==> src/rtl/stepper_pkg.sv <==
// rtl/stepper_pkg.sv - shared state encoding and coil phase tables for the dispenser stepper
package stepper_pkg;

   typedef enum logic [1:0] {
      IDLE   = 2'd0,
      RUN    = 2'd1,
      SETTLE = 2'd2,
      DONE   = 2'd3
   } state_e;

   // Bit 3 drives coil A.
   localparam logic [3:0] HALF_TABLE [0:7] = '{
      4'b1000, 4'b1100, 4'b0100, 4'b0110,
      4'b0010, 4'b0011, 4'b0001, 4'b1001
   };

   localparam logic [3:0] FULL_TABLE [0:3] = '{
      4'b1100, 4'b0110, 4'b0011, 4'b1001
   };

   function automatic int unsigned phase_len(input bit half_step);
      return half_step ? 8 : 4;
   endfunction

endpackage

==> src/rtl/edge_sync.sv <==
// rtl/edge_sync.sv - two-flop synchroniser with a one-cycle rising-edge pulse
module edge_sync (
   input  logic clk_in,
   input  logic rst_n,
   input  logic async_in,
   output logic rise_pulse
);

   logic sync1_q;
   logic sync2_q;
   logic sync3_q;

   always_ff @(posedge clk_in or negedge rst_n) begin
      if (!rst_n) begin
         sync1_q <= 1'b0;
         sync2_q <= 1'b0;
         sync3_q <= 1'b0;
      end else begin
         sync1_q <= async_in;
         sync2_q <= sync1_q;
         sync3_q <= sync2_q;
      end
   end

   assign rise_pulse = sync2_q & ~sync3_q;

endmodule

==> src/rtl/dispense_stepper.sv <==
// rtl/dispense_stepper.sv - steps the dispenser wheel a fixed count per request, settles, then reports done
module dispense_stepper
   import stepper_pkg::*;
#(
   parameter int STEPS_PER_DISPENSE = 512,
   parameter int SETTLE_TICKS       = 8,
   parameter bit HALF_STEP          = 1'b1
) (
   input  logic       clk_in,
   input  logic       rst_n,
   input  logic       step_clk_in,
   input  logic       dispense_req,
   input  logic       dir,
   input  logic       abort,
   output logic       busy,
   output logic       done,
   output logic [3:0] coil
);

   localparam int STEP_W = $clog2(STEPS_PER_DISPENSE + 1);
   localparam int SET_W  = (SETTLE_TICKS > 0) ? $clog2(SETTLE_TICKS + 1) : 1;
   localparam logic [2:0] IDX_MASK = 3'(phase_len(HALF_STEP) - 1);

   state_e            state_q, state_d;
   logic [2:0]        idx_q, idx_d, idx_step;
   logic              dir_q, dir_d;
   logic [STEP_W-1:0] step_cnt_q, step_cnt_d;
   logic [SET_W-1:0]  settle_cnt_q, settle_cnt_d;
   logic [3:0]        coil_q, coil_d;
   logic              tick;

   edge_sync u_edge_sync (
      .clk_in     (clk_in),
      .rst_n      (rst_n),
      .async_in   (step_clk_in),
      .rise_pulse (tick)
   );

   always_ff @(posedge clk_in or negedge rst_n) begin
      if (!rst_n) begin
         state_q      <= IDLE;
         idx_q        <= '0;
         dir_q        <= 1'b0;
         step_cnt_q   <= '0;
         settle_cnt_q <= '0;
         coil_q       <= '0;
      end else begin
         state_q      <= state_d;
         idx_q        <= idx_d;
         dir_q        <= dir_d;
         step_cnt_q   <= step_cnt_d;
         settle_cnt_q <= settle_cnt_d;
         coil_q       <= coil_d;
      end
   end

   always_comb begin
      state_d      = state_q;
      idx_d        = idx_q;
      dir_d        = dir_q;
      step_cnt_d   = step_cnt_q;
      settle_cnt_d = settle_cnt_q;
      idx_step     = (dir_q ? idx_q + 3'd1 : idx_q - 3'd1) & IDX_MASK;

      case (state_q)
         IDLE: begin
            if (dispense_req && !abort) begin
               state_d    = RUN;
               dir_d      = dir;
               step_cnt_d = '0;
            end
         end
         RUN: begin
            // With no settle period the counter parks at full count for one
            // cycle so the final phase is visible before DONE.
            if (abort) begin
               state_d = IDLE;
            end else if (step_cnt_q == STEP_W'(STEPS_PER_DISPENSE)) begin
               state_d    = DONE;
               step_cnt_d = '0;
            end else if (tick) begin
               idx_d = idx_step;
               if (step_cnt_q == STEP_W'(STEPS_PER_DISPENSE - 1) && SETTLE_TICKS != 0) begin
                  step_cnt_d   = '0;
                  settle_cnt_d = '0;
                  state_d      = SETTLE;
               end else begin
                  step_cnt_d = step_cnt_q + STEP_W'(1);
               end
            end
         end
         SETTLE: begin
            if (abort) begin
               state_d = IDLE;
            end else if (tick) begin
               if (settle_cnt_q == SET_W'(SETTLE_TICKS - 1)) begin
                  state_d      = DONE;
                  settle_cnt_d = '0;
               end else begin
                  settle_cnt_d = settle_cnt_q + SET_W'(1);
               end
            end
         end
         DONE: begin
            state_d = IDLE;
         end
         default: begin
            state_d = IDLE;
         end
      endcase

      coil_d = 4'b0000;
      if (state_d == RUN || state_d == SETTLE) begin
         coil_d = HALF_STEP ? HALF_TABLE[idx_d] : FULL_TABLE[idx_d[1:0]];
      end
   end

   assign busy = (state_q == RUN) || (state_q == SETTLE);
   assign done = (state_q == DONE);
   assign coil = coil_q;

endmodule

==> config.mk <==
export PLATFORM = sky130hd
export DESIGN_NAME = dispense_stepper
export DESIGN_NICKNAME = d
export VERILOG_FILES = /design/src/rtl/stepper_pkg.sv /design/src/rtl/edge_sync.sv /design/src/rtl/dispense_stepper.sv
export SDC_FILE = /design/constraint.sdc
export NUM_CORES = 1
export LEC_CHECK = 0
export BUFFER_PORTS_ARGS = -buffer_cell sky130_fd_sc_hd__clkbuf_2
export CAP_MARGIN = 20
export CORE_AREA = 2 2 71 73
export DETAILED_ROUTE_END_ITERATION = 12
export DIE_AREA = 0 0 73 75
export PLACE_DENSITY = 0.62
export SLEW_MARGIN = 20
export SYNTH_ARGS = -nofsm -noshare
export SYNTH_HDL_FRONTEND = slang
export SYNTH_HIERARCHICAL = 1
export SYNTH_SLANG_ARGS = --single-unit
==> constraint.sdc <==
create_clock -name clk_in -period 2 [get_ports clk_in]
set_input_delay 0 -clock clk_in [delete_from_list [all_inputs] [get_ports clk_in]]
set_output_delay 0 -clock clk_in [all_outputs]
set_load 0.02 [all_outputs]
# Word-level counts from Yosys, hierarchy flattened
# Memories as Yosys holds them, arrays and structs flattened.
# Index checks and enable logic that the tools add are counted.
word_totals:
  memories: 1
  ff_bits: 27
  input_bits: 6
  mem_bits_ro: 32
  out_inout_bits: 6
  elab_cells: 75
op_classes:
  n_mux: 31
  reduce_logical: 10
  addsub: 4
  eq_ne: 16
  bitwise_logic: 3
  order_cmp: 1
memory_table:
  columns: ["name", "words", "word_bits", "rd", "rd_clocked_by_memory_dff", "write_ports", "line_no", "rtl"]
  rows:
  - ["(no name shown)", 8, 4, 1, 0, 0, "dispense_stepper.sv:114", "coil_d = HALF_STEP ? HALF_TABLE[idx_d] : FULL_TABLE[idx_d[1:0]];"]
op_table:
  columns: ["op", "n"]
  rows:
  - ["10-bit two-way mux", 5]
  - ["4-bit two-way mux", 10]
  - ["10-bit one-hot mux with 2 select lines", 1]
  - ["2-bit two-way mux", 8]
  - ["3-bit two-way mux", 5]
  - ["2-bit inequality test, second input constant", 7]
  - ["10-bit by 1-bit adder with 10-bit output, second input constant", 1]
  - ["10-bit equality test, second input constant", 1]
  - ["10-bit by 9-bit equality test with 1-bit output, second input constant", 1]
  - ["2-bit one-hot mux with 4 select lines", 1]
  - ["4-bit one-hot mux with 2 select lines", 1]
  - ["7-bit AND reduction", 1]
  - ["2-bit equality test, second input constant", 3]
  - ["4-bit by 1-bit adder with 4-bit output, second input constant", 1]
  - ["2-bit by 1-bit equality test with 1-bit output, second input constant", 2]
  - ["4-bit by 3-bit equality test with 1-bit output, second input constant", 1]
  - ["4-bit >= comparator, second input constant", 1]
  - ["3-bit inverter with 4-bit output", 1]
  - ["4-bit AND reduction", 1]
  - ["2-bit nonzero test", 2]
  - ["3-bit by 1-bit adder with 3-bit output, second input constant", 1]
  - ["3-bit inequality test, second input constant", 1]
  - ["3-bit by 1-bit subtractor with 3-bit output, second input constant", 1]
  - ["2-bit zero test", 1]
  - ["6 further kinds", 7]

# Longest topological paths before layout
# Gate-level depths: netlist of the first run.
logic_depth:
  word_depth: 11
  mapped_depth: 9

# Modules after synthesis
# The synthesis of the first run kept the hierarchy.
modules_own_cells:
  columns: ["mod", "cells_per_inst", "area_per_inst_um2", "n_inst"]
  rows:
  - ["dispense_stepper", 166, 1559.0, 1]
  - ["edge_sync", 4, 88.8, 1]

# Worst setup path after synthesis of the first run
# OpenSTA, ideal clock, no wires.
synth_timing:
  path_kind: "reg-to-reg"
  start: "register step_cnt_q[0]"
  end: "register settle_cnt_q[3]"
  path_slack_ns: -0.030
  setup_time_ns: 0.069
  arrival_time_ns: 1.961
  required_time_ns: 1.931
  path_buffers: 0
  path_stages_with_launch: 7
  period_less_slack_ns: 2.030
  cell_sequence: "dfrtp_1 > ha_1 > nand2_1 > or3_1 > a211o_1 > or4_1 > nand3_1"
synth_via:
  elab_chain_len: 3
synth_rtl:
  columns: ["element", "line_no", "rtl"]
  rows:
  - ["from (decl)", "dispense_stepper.sv:27", "logic [STEP_W-1:0] step_cnt_q, step_cnt_d;"]
  - ["from (signal assigned)", "dispense_stepper.sv:51", "step_cnt_q <= step_cnt_d;"]
  - ["10-bit by 9-bit equality test with 1-bit output or 10-bit equality test (tied branches)", "dispense_stepper.sv:83, dispense_stepper.sv:78", null]
  - ["2-bit inequality test (no line)", null, null]
  - ["7-bit AND reduction (no line) (*)", null, null]
  - ["to (signal assigned)", "dispense_stepper.sv:52", "settle_cnt_q <= settle_cnt_d;"]
  - ["to (decl)", "dispense_stepper.sv:28", "logic [SET_W-1:0] settle_cnt_q, settle_cnt_d;"]
# Every way passes the cells marked *; elsewhere a longest branch is shown, timed or not.
# A chain may end at the register's enable or synchronous reset.

# Worst setup path after layout of the first run
layout_timing:
  start: "register idx_q[0]"
  end: "register coil_q[1], in the netlist coil[1]"
layout_via:
  elab_chain_len: 11
layout_rtl:
  columns: ["element", "line_no", "rtl"]
  rows:
  - ["from (decl)", "dispense_stepper.sv:25", "logic [2:0] idx_q, idx_d, idx_step;"]
  - ["from (signal assigned)", "dispense_stepper.sv:49", "idx_q <= idx_d;"]
  - ["3-bit by 1-bit subtractor with 3-bit output or 3-bit by 1-bit adder with 3-bit output (tied branches)", "dispense_stepper.sv:63", "idx_step = (dir_q ? idx_q + 3'd1 : idx_q - 3'd1) & IDX_MASK;"]
  - ["3-bit two-way mux (*)", "dispense_stepper.sv:63", null]
  - ["3-bit two-way mux (*)", "dispense_stepper.sv:81", "end else if (tick) begin"]
  - ["3-bit two-way mux (*)", "dispense_stepper.sv:78", "end else if (step_cnt_q == STEP_W'(STEPS_PER_DISPENSE)) begin"]
  - ["3-bit two-way mux (*)", "dispense_stepper.sv:76", "if (abort) begin"]
  - ["3-bit two-way mux (*)", "dispense_stepper.sv:65", "case (state_q)"]
  - ["via idx_d[2]", "dispense_stepper.sv:25", null]
  - ["3-bit inverter with 4-bit output (not written as such) (*)", "dispense_stepper.sv:114", null]
  - ["memory 8 x 4 bit (*)", null, null]
  - ["4-bit two-way mux (not written as such) (*) (2 in a row)", "dispense_stepper.sv:114", null]
  - ["4-bit two-way mux (*)", "dispense_stepper.sv:113", "if (state_d == RUN || state_d == SETTLE) begin"]
  - ["via coil_d[1]", "dispense_stepper.sv:29", "logic [3:0] coil_q, coil_d;"]
  - ["to (signal assigned)", "dispense_stepper.sv:53", "coil_q <= coil_d;"]
  - ["to (decl)", "dispense_stepper.sv:29", null]
# The timed path passes the listed nets; every way through them passes the cells marked *. The select of a mux whose other input is x is not followed.

==> summary.txt, run 1 <==
Global routing
  – Initial antenna violation count: 0
  – Vias in the first global route: 1,362
  – First-pass GRT wire length: 6220 µm
  – Global router's overall resource usage: 14.8%
  – GRT overflow: 0
  – Largest net degree at the start of global routing: 28

STA
  – RSZ-0062 raised after global routing: yes
  – Worst Tran Pin Value: 0.670 ns
  – Final Hold Viols: 0
  – Max transition margin: 55.3%
  – Final min period: 1.99 ns
  – Setup_tns: 0 ns
  – Clock skew: 0.00772 ns
  – Fmax: 0.501 GHz
  – Final slew viol count: 0
  – Fin crit share: 99.7%
  – Finish-stage setup viols: 0

Worst setup path
  – RR Startpoint: idx_q[0]$_DFF_PN0_
  – Worst R2R Setup Slack: 0.005 ns
  – Max FO, Critical Path: 7
  – Worst Reg-to-Reg Cells: 6
  – WS Path Type: flop to flop
  – Required time of the critical path: 2.20 ns
  – Element type at the critical path end: flop
  – CP startpoint kind: flop
  – Reg2reg end: coil[1]$_DFF_PN0_
  – Crit. Startpoint: idx_q[0]$_DFF_PN0_
  – Worst Path Arrival: 2.19 ns
  – Critical Path End: coil[1]$_DFF_PN0_

Status
  – Outcome: finished clean

Placement
  – Number of port buffers: 11
  – GPL Wtd Cong: 0.847
  – HPWL Detailed: 2710 µm

Layout
  – Final core occ: 49.5%
  – FILL cells: 432
  – Layout cells sized above 1: 42.9%
  – Area growth syn-to-layout: 39.9%
  – Post-layout nets: 240
  – ANT cells: 0

Synth
  – Synth warnings: 6
  – Asr flop ratio synth: 100%
  – Leading post-synthesis cells by cell area: dfrtp_1 (41%), ha_1 (6.1%), o21ai_0 (3.9%)
  – Synthesized area: 0.00165 mm²
  – Gate Count Post-Synth: 170
  – Synth unique cells: 55
  – Ys flop type: dfrtp_1
  – Synthesized area per cell: 9.69 µm²
  – Share of the synthesized area in the top cell type: 41.0%
  – Syn Nets: 185
  – Dominant cell type by area after synthesis: dfrtp_1
  – Cell with the most instances after synthesis: dfrtp_1
  – Number of flops mapped to enable cells by yosys: 0
  – Synth top cells by count: dfrtp_1 (27), nand2_1 (13), o21ai_0 (13)
  – #FFs+latches synth: 27
  – Sequential cell area fraction in the yosys report: 41.0%

Floorplan
  – Chip height: 75 µm
  – Row count: 25
  – Die Area: 0.00548 mm²
  – Initial Utilization: 35.4%
  – Core ar.: 0.00466 mm²
  – # IOs: 12
  – Die X: 73 µm

Routing
  – Post-route ant nets: 0
  – DR vias/cell: 5.31
  – DRC: 0
  – Vias: 1,475
  – TritonRoute pass-1 iters: 4
  – WL final: 3800 µm
  – Wirelength per Cell: 13.7 µm
  – Initial DRC Count: 96

Power
  – Max IR drop VDD: 0.000442 V
  – LEAKAGE: 0.00102 µW
  – Cell Pwr Density: 1100 mW/mm²
  – Total Power: 2530 µW

Clock network
  – H-tree lvl count: 1
  – Clock-pin slew on the worst setup and hold paths: 0.09 ns
  – CTS max path bufs: 2
  – CTS tree: done
  – CTS buffer count: 3
  – CTS Root Cell: clkbuf_8
  – CTS sink cnt: 27
  – Worst-Skew Late Latency: 0.28 ns

Flow run
  – MaxCap Viol Count: 0

Min path
  – Hold Crit Class: input pin to flop
[timing repair]
item,CTS,global route
hold buffers,3,0
endpoints found under the setup margin,3,14
buffers inserted,0,3
endpoints found under the hold margin,29,0
pin swaps,2,9
resized for setup,5,36
[how the worst min path moves through the flow]
stage,end,cells after the start,from,slack (ns)
floorplan,coil[0]$_DFF_PN0_,0,rst_n,-0.30
global placement,step_cnt_q[0]$_DFFE_PN0P_,1,rst_n,0.08
detailed placement,step_cnt_q[3]$_DFFE_PN0P_,1,rst_n,0.09
CTS,step_cnt_q[8]$_DFFE_PN0P_,3,abort,0.06
global route,dir_q$_DFFE_PN0P_,3,dispense_req,0.11
finish,step_cnt_q[8]$_DFFE_PN0P_,3,abort,0.08
[kinds of logic after synthesis]
kind of cell	Yosys count	share of synthesized area (%)
compound gates	46	20.0
xor+xnor	2	1.06
fa+ha+maj	9	7.29
buf+inv	15	3.64
flops	27	41.0
mux	4	2.58
simple gates	67	24.4
[per-stage QoR]
stage	std cells	hold slack, ns	cell area (µm²)	setup slack [ns]
CTS	275	0.0615	2120	0.00321
detailed placement	268	0.0850	2040	-0.0433
finish	278	0.0819	2310	0.00541
floorplan	170	-0.296	1650	0.00532
global route	278	0.114	2310	-0.0927
global placement	268	0.0816	2040	-0.0391
[layout by cell type, fill, tap and decap left out, drive strengths merged, types with 5 or more instances in the layout]
master,instances
buf,42
clkbuf,15
dfrtp,27
ha,8
inv,9
nand2,13
nand3,11
nor2,11
nor2b,5
nor3,5
o21ai,13
[power breakdown]
part           leakage (µW)  switching (µW)  internal [µW]
Combinational      0.000648             700            746
Clock             0.0000228             170            143
Sequential         0.000351            97.7            678
Total               0.00102             968           1570
[critical path, stage by stage (launching register included)]
cell and delay, ns:
dfrtp_1 0.41, fa_2 0.40, xor2_1 0.17, or3_1 0.35, nand4_1 0.20, o21ai_1 0.14
a211oi_2 0.24
[flip-flops by register name (all words and copies together) (netlist names)]
| signal | flops |
|---|---|
| settle_cnt_q | 4 |
| dir_q | 1 |
| coil | 4 |
| u_edge_sync/sync3_q | 1 |
| step_cnt_q | 10 |
| idx_q | 3 |
| u_edge_sync/sync2_q | 1 |
| state_q | 2 |
| u_edge_sync/sync1_q | 1 |
[routing by layer]
layer  part of all wire (%)  global-route usage (%)
met5                      0                       0
met1                     48                    20.1
met3                    2.6                    2.41
met4                    1.4                    4.32
met2                     48                    24.3
[layout make-up]
cell class	count	area (µm²)	share of cell area (%)
repair buffers	56	408	17.7
clock buffers	4	45.0	1.95
well taps	54	67.6	2.93
multi-input cells	128	1070	46.6
inverters	9	33.8	1.47
flip-flops and latches	27	677	29.4
(Power assumes the default switching activity.)
==> run 2: changes to the inputs <==
--- a/config.mk
+++ b/config.mk
@@ -11,6 +11,7 @@
 export DETAILED_ROUTE_END_ITERATION = 12
 export DIE_AREA = 0 0 73 75
 export PLACE_DENSITY = 0.62
+export SETUP_SLACK_MARGIN = 0.5
 export SLEW_MARGIN = 20
 export SYNTH_ARGS = -nofsm -noshare
 export SYNTH_HDL_FRONTEND = slang
==> summary.txt, run 2 (same netlist as run 1, synthesis figures left out) <==
Floorplan
  – Die Area: 0.00548 mm² (unchanged)
  – Initial Utilization: 35.4% (unchanged)
  – Row count: 25 (unchanged)
  – Core ar.: 0.00466 mm² (unchanged)
  – Die X: 73 µm (unchanged)
  – # IOs: 12 (unchanged)
  – Chip height: 75 µm (unchanged)

Global routing
  – Initial antenna violation count: 0 (unchanged)
  – First-pass GRT wire length: 6680 µm (was 6220 µm)
  – Largest net degree at the start of global routing: 28 (unchanged)
  – Global router's overall resource usage: 15.5% (was 14.8%)
  – Vias in the first global route: 1,402 (was 1,362)
  – GRT overflow: 0 (unchanged)

Worst setup path
  – Worst Path Arrival: 2.15 ns (was 2.19 ns)
  – Crit path largest cell delay: 0.39 ns (was 0.41 ns)
  – Element type at the critical path end: flop (unchanged)
  – CP startpoint kind: flop (unchanged)
  – Required time of the critical path: 2.19 ns (was 2.20 ns)
  – Max FO, Critical Path: 7 (unchanged)
  – Slowest stage cell on the critical path: fa_2 (was dfrtp_1)
  – WS Path Type: flop to flop (unchanged)
  – CP delay by family, top: simple AND/OR/NAND/NOR gates (unchanged)
  – WP buf/inv: 2 (was 0)
  – Cell breakdown of the critical path: inv_2, fa_2, xor2_2, o31ai_1, nand4_1, buf_4, nor4b_4 (was fa_2, xor2_1, or3_1, nand4_1, o21ai_1, a211oi_2)

STA
  – Fin crit share: 98.2% (was 99.7%)
  – Max transition margin: 52.3% (was 55.3%)
  – Fmax: 0.509 GHz (was 0.501 GHz)
  – Worst Tran Pin Value: 0.715 ns (was 0.670 ns)
  – Finish-stage setup viols: 0 (unchanged)
  – Min Hold Slack: 0.0782 ns (was 0.0819 ns)
  – Final min period: 1.96 ns (was 1.99 ns)
  – Clock skew: 0.00709 ns (was 0.00772 ns)
  – Final slew viol count: 0 (unchanged)
  – RSZ-0062 raised after global routing: yes (unchanged)
  – Final Hold Viols: 0 (unchanged)

Layout
  – Max reg flops: 10 (unchanged)
  – Top reg by flops: step_cnt_q (unchanged)
  – Commonest non-fill, non-tap cell in the layout: buf_4 (unchanged)
  – Most frequent cells in the layout: buf_4 (30), dfrtp_1 (20), nand2_1 (12), buf_6 (12), clkbuf_2 (11) (was buf_4 (40), dfrtp_1 (26), nand2_1 (12), clkbuf_2 (11), nand3_1 (10))
  – Fin cells: 279 (was 278)
  – FILL cells: 402 (was 432)
  – Area growth syn-to-layout: 52.3% (was 39.9%)
  – Fin area: 0.00251 mm² (was 0.00231 mm²)
  – Layout cells sized above 1: 52.4% (was 42.9%)
  – ANT cells: 0 (unchanged)
  – Final core occ: 53.9% (was 49.5%)
  – Post-layout nets: 241 (was 240)

Routing
  – TritonRoute pass-1 iters: 5 (was 4)
  – Wirelength per Cell: 15.2 µm (was 13.7 µm)
  – DRC: 0 (unchanged)
  – Post-route ant nets: 0 (unchanged)
  – DR vias/cell: 5.49 (was 5.31)
  – WL final: 4250 µm (was 3800 µm)
  – Vias: 1,533 (was 1,475)
  – Initial DRC Count: 118 (was 96)

Status
  – Outcome: finished clean (unchanged)

Clock network
  – CTS max path bufs: 2 (unchanged)
  – H-tree lvl count: 1 (unchanged)
  – CTS buffer count: 3 (unchanged)
  – CTS Root Cell: clkbuf_8 (unchanged)
  – CTS sink cnt: 27 (unchanged)
  – Clock-pin slew on the worst setup and hold paths: 0.09 ns (about the same)
  – Worst-Skew Late Latency: 0.28 ns (about the same)
  – CTS tree: done (unchanged)

Placement
  – GPL Wtd Cong: 0.827 (was 0.847)
  – Post-DP Area: 0.00199 mm² (was 0.00204 mm²)
  – HPWL Detailed: 2700 µm (was 2710 µm)
  – Number of port buffers: 11 (unchanged)
  – Placed instance count: 249 (was 268)

Power
  – Total Power: 2710 µW (was 2530 µW)
  – Cell Pwr Density: 1080 mW/mm² (was 1100 mW/mm²)
  – Max IR drop VDD: 0.000528 V (was 0.000442 V)
  – LEAKAGE: 0.00109 µW (was 0.00102 µW)

Flow run
  – MaxCap Viol Count: 0 (unchanged)

Min path
  – Hold Crit Class: input pin to flop (unchanged)
[run 2: layer usage]
layer | GRT usage, % | vias up | wire length, µm
li1 | - | 751 | -
met1 | 20.7 | 746 | 1990
met2 | 26.9 | 32 | 2100
met3 | 2.81 | 4 | 138
met4 | 2.26 | 0 | 19
met5 | 0 | - | 0
[run 2: tightest hold or removal path, stage by stage]
cell and delay, ns:
clkbuf_2 0.18, o31ai_2 0.09, o41ai_2 0.05
[run 2: worst paths after layout]
check	cells past startpoint	slack, ns	to	start
max	7	0.04	coil[2]$_DFF_PN0_	dir_q$_DFFE_PN0P_
min	3	0.08	step_cnt_q[8]$_DFFE_PN0P_	abort
max reg2reg	7	0.04	coil[2]$_DFF_PN0_	dir_q$_DFFE_PN0P_
min reg2reg	0	0.36	u_edge_sync/sync2_q$_DFF_PN0_	u_edge_sync/sync1_q$_DFF_PN0_
max in group asynchronous	2	1.20	state_q[0]$_DFF_PN0_	rst_n
min in group asynchronous	2	0.30	step_cnt_q[6]$_DFFE_PN0P_	rst_n
[run 2: cell type report]
| type | count | area (µm²) | share of cell area (%) |
|---|---|---|---|
| sequential | 27 | 684 | 27.3 |
| timing repair buffer | 56 | 445 | 17.7 |
| clock inverter | 1 | 5.00 | 0.199 |
| clock buffer | 3 | 41.3 | 1.65 |
| multi-input combinational | 129 | 1230 | 48.9 |
| inverter | 9 | 38.8 | 1.55 |
| tap | 54 | 67.6 | 2.69 |
[run 2: metrics by stage]
stage	setup TNS, ns	worst slack, ns
global route	-0.365	-0.118
global placement	0	0.0682
CTS	0	0.0434
detailed placement	-0.00688	-0.00688
finish	0	0.0358
floorplan	0	0.164
[run 2: power by group]
part	internal (µW)	total (µW)	switching [µW]
combinational	803	1590	785
clock	140	321	181
sequential	680	798	118
total	1620	2710	1080
[run 2: repair_timing]
action,4_1_cts,5_1_grt
setup buffers,15,7
pin swaps,15,12
gates resized for setup,23,33
hold endpoints to repair,29,0
gates cloned,1,0
hold buffers,3,0
setup endpoints to repair,22,23
==> run 3: changes to the inputs <==
--- a/config.mk
+++ b/config.mk
@@ -7,10 +7,10 @@
 export LEC_CHECK = 0
 export BUFFER_PORTS_ARGS = -buffer_cell sky130_fd_sc_hd__clkbuf_2
 export CAP_MARGIN = 20
-export CORE_AREA = 2 2 71 73
+export CORE_AREA = 2 2 59 61
 export DETAILED_ROUTE_END_ITERATION = 12
-export DIE_AREA = 0 0 73 75
-export PLACE_DENSITY = 0.62
+export DIE_AREA = 0 0 61 63
+export PLACE_DENSITY = 0.82
 export SETUP_SLACK_MARGIN = 0.5
 export SLEW_MARGIN = 20
 export SYNTH_ARGS = -nofsm -noshare
==> summary.txt, run 3 (same netlist as run 1, synthesis figures left out) <==
Status
  – Outcome: finished with violations (was finished clean)
  – Failing checks: setup timing

Min path
  – WHS Endpoint: step_cnt_q[8]$_DFFE_PN0P_ (unchanged)
  – Hold Crit Class: input pin to flop (unchanged)
  – Worst hold stages: 3 (unchanged)
  – Worst hold path startpoint: abort (unchanged)

Routing
  – Initial DRC Count: 129 (was 118)
  – WL final: 5190 µm (was 4250 µm)
  – DRC: 0 (unchanged)
  – DR vias/cell: 5.98 (was 5.49)
  – Post-route ant nets: 0 (unchanged)
  – TritonRoute pass-1 iters: 4 (was 5)
  – Wirelength per Cell: 18.5 µm (was 15.2 µm)
  – Vias: 1,681 (was 1,533)

STA
  – Worst Tran Pin Value: 0.679 ns (was 0.715 ns)
  – Final Hold Viols: 0 (unchanged)
  – Fmax: 0.478 GHz (was 0.509 GHz)
  – Clock skew: 0.00485 ns (was 0.00709 ns)
  – Fin crit share: 105% (was 98.2%)
  – Final slew viol count: 0 (unchanged)
  – Min Hold Slack: 0.0334 ns (was 0.0782 ns)
  – Final worst slack: -0.0902 ns (was 0.0358 ns)
  – Finish-stage setup viols: 4 (was 0)
  – Max transition margin: 54.7% (was 52.3%)
  – RSZ-0062 raised after global routing: yes (unchanged)
  – Final min period: 2.09 ns (was 1.96 ns)

Floorplan
  – # IOs: 12 (unchanged)
  – Die X: 61 µm (was 73 µm)
  – Row count: 21 (was 25)
  – Initial Utilization: 51.0% (was 35.4%)
  – Core ar.: 0.00323 mm² (was 0.00466 mm²)
  – Die Area: 0.00384 mm² (was 0.00548 mm²)
  – Chip height: 63 µm (was 75 µm)

Clock network
  – CTS Root Cell: clkbuf_4 (was clkbuf_8)
  – Worst-Skew Late Latency: 0.33 ns (was 0.28 ns)
  – CTS tree: done (unchanged)
  – CTS buffer count: 3 (unchanged)
  – H-tree lvl count: 1 (unchanged)
  – Clock-pin slew on the worst setup and hold paths: 0.15 ns (was 0.09 ns)
  – CTS max path bufs: 2 (unchanged)
  – CTS sink cnt: 27 (unchanged)

Layout
  – Max reg flops: 10 (unchanged)
  – Area growth syn-to-layout: 55.4% (was 52.3%)
  – Top reg by flops: step_cnt_q (unchanged)
  – Final core occ: 79.2% (was 53.9%)
  – Layout cells sized above 1: 54.9% (was 52.4%)
  – Post-layout nets: 251 (was 241)
  – Most frequent cells in the layout: buf_4 (39), dfrtp_1 (22), buf_6 (12), clkbuf_2 (11), nand2_1 (10) (was buf_4 (30), dfrtp_1 (20), nand2_1 (12), buf_6 (12), clkbuf_2 (11))
  – Commonest non-fill, non-tap cell in the layout: buf_4 (unchanged)
  – FILL cells: 197 (was 402)
  – Fin cells: 281 (was 279)
  – ANT cells: 0 (unchanged)
  – Fin area: 0.00256 mm² (was 0.00251 mm²)

Worst setup path
  – CP delay by family, top: compound AO/OA/AOI/OAI gates (was simple AND/OR/NAND/NOR gates)
  – Required time of the critical path: 2.25 ns (was 2.19 ns)
  – CP startpoint kind: flop (unchanged)
  – Reg2reg end: coil[1]$_DFF_PN0_ (was coil[2]$_DFF_PN0_)
  – WS Path Type: flop to flop (unchanged)
  – Crit path largest cell delay: 0.44 ns (was 0.39 ns)
  – Slowest stage cell on the critical path: dfrtp_1 (was fa_2)
  – Cell breakdown of the critical path: fa_2, xor2_2, o31ai_1, nand4_1, o21bai_1, a211oi_1 (was inv_2, fa_2, xor2_2, o31ai_1, nand4_1, buf_4, nor4b_4)
  – WP buf/inv: 0 (was 2)
  – Max FO, Critical Path: 4 (was 7)
  – Worst R2R Setup Slack: -0.09 ns (was 0.04 ns)
  – Element type at the critical path end: flop (unchanged)
  – Worst Path Arrival: 2.34 ns (was 2.15 ns)
  – Worst Reg-to-Reg Cells: 6 (was 7)
  – CP Depth: 6 (was 7)
  – RR Startpoint: idx_q[0]$_DFF_PN0_ (was dir_q$_DFFE_PN0P_)

Flow run
  – MaxCap Viol Count: 0 (unchanged)

Placement
  – Post-DP Area: 0.00193 mm² (was 0.00199 mm²)
  – Number of port buffers: 11 (unchanged)
  – HPWL Detailed: 2750 µm (was 2700 µm)
  – GPL Wtd Cong: 0.823 (was 0.827)
  – Placed instance count: 235 (was 249)

Global routing
  – Initial antenna violation count: 0 (unchanged)
  – GRT overflow: 0 (unchanged)
  – Vias in the first global route: 1,657 (was 1,402)
  – Largest net degree at the start of global routing: 28 (unchanged)
  – Global router's overall resource usage: 25.4% (was 15.5%)
  – First-pass GRT wire length: 7500 µm (was 6680 µm)

Power
  – LEAKAGE: 0.00110 µW (was 0.00109 µW)
  – Clk network pwr share: 8.7% (was 11.9%)
  – Switching share of power: 41.7% (was 40.0%)
  – Cell Pwr Density: 1120 mW/mm² (was 1080 mW/mm²)
  – Combinational power share: 63.5% (was 58.7%)
  – P_sw: 1200 µW (was 1080 µW)
  – Max IR drop VDD: 0.000594 V (was 0.000528 V)
  – Total Power: 2880 µW (was 2710 µW)
  – Internal power: 1680 µW (was 1620 µW)
  – Power share of the sequential group: 27.8% (was 29.5%)
-- run 3: cell count changes in the layout (fill, tap and decap cells not counted), sizes merged --
cell,change
buf,+10
clkinv,-1
clkinvlp,+1
-- run 3: power groups by stage --
stage | combinational [µW] | clock, µW | sequential (µW)
global route | 1950 | 282 | 820
floorplan | 746 | 0 | 847
detailed placement | 1060 | 0 | 809
finish | 1830 | 251 | 799
CTS | 1490 | 250 | 787
global placement | 1000 | 0 | 797
-- run 3: what timing repair did --
item | 4_1_cts | 5_1_grt
gates cloned | 1 | 0
resized for setup | 30 | 31
setup endpoints to repair | 21 | 23
pin swaps | 16 | 12
setup buffers | 29 | 9
hold buffers | 3 | 0
hold endpoints to repair | 29 | 0
-- run 3: tightest hold or removal path, cell delays in order --
cell      delay, ns
clkbuf_2       0.18
o31ai_1        0.10
o41ai_1        0.06
-- run 3: cell type report --
type                    count  area, µm²  share of cell area [%]
repair buffers             66        528                    20.6
clock inverters             1       7.51                   0.293
multi-input cells         129       1230                    47.9
clock buffers               3       22.5                   0.880
well taps                  46       57.6                    2.25
flip-flops and latches     27        682                    26.6
inverters                   9       36.3                    1.42
-- run 3: how the worst max path moves through the flow --
stage	slack [ns]	to	from
after CTS	0.02	coil[1]$_DFF_PN0_	dir_q$_DFFE_PN0P_
after floorplan	0.16	settle_cnt_q[3]$_DFFE_PN0P_	step_cnt_q[0]$_DFFE_PN0P_
after global placement	0.09	coil[0]$_DFF_PN0_	step_cnt_q[2]$_DFFE_PN0P_
final	-0.09	coil[1]$_DFF_PN0_	idx_q[0]$_DFF_PN0_
after global routing	-0.20	coil[1]$_DFF_PN0_	idx_q[0]$_DFF_PN0_
after detailed placement	-0.05	coil[1]$_DFF_PN0_	dir_q$_DFFE_PN0P_
-- run 3: per-layer routing --
layer / vias up / share of wire [%] / global-route usage [%]
met3: 14 / 4.1 / 2.69
met5: - / 0 / 0
li1: 768 / - / -
met2: 61 / 54 / 43.8
met1: 838 / 40 / 32.1
met4: 0 / 2.0 / 8.42
-- run 3: stage by stage --
step	worst slack [ns]	setup TNS, ns
6_report	-0.0902	-0.210
5_1_grt	-0.199	-0.658
4_1_cts	0.0229	0
3_5_place_dp	-0.0474	-0.0678
3_3_place_gp	0.0870	0
2_1_floorplan	0.164	0
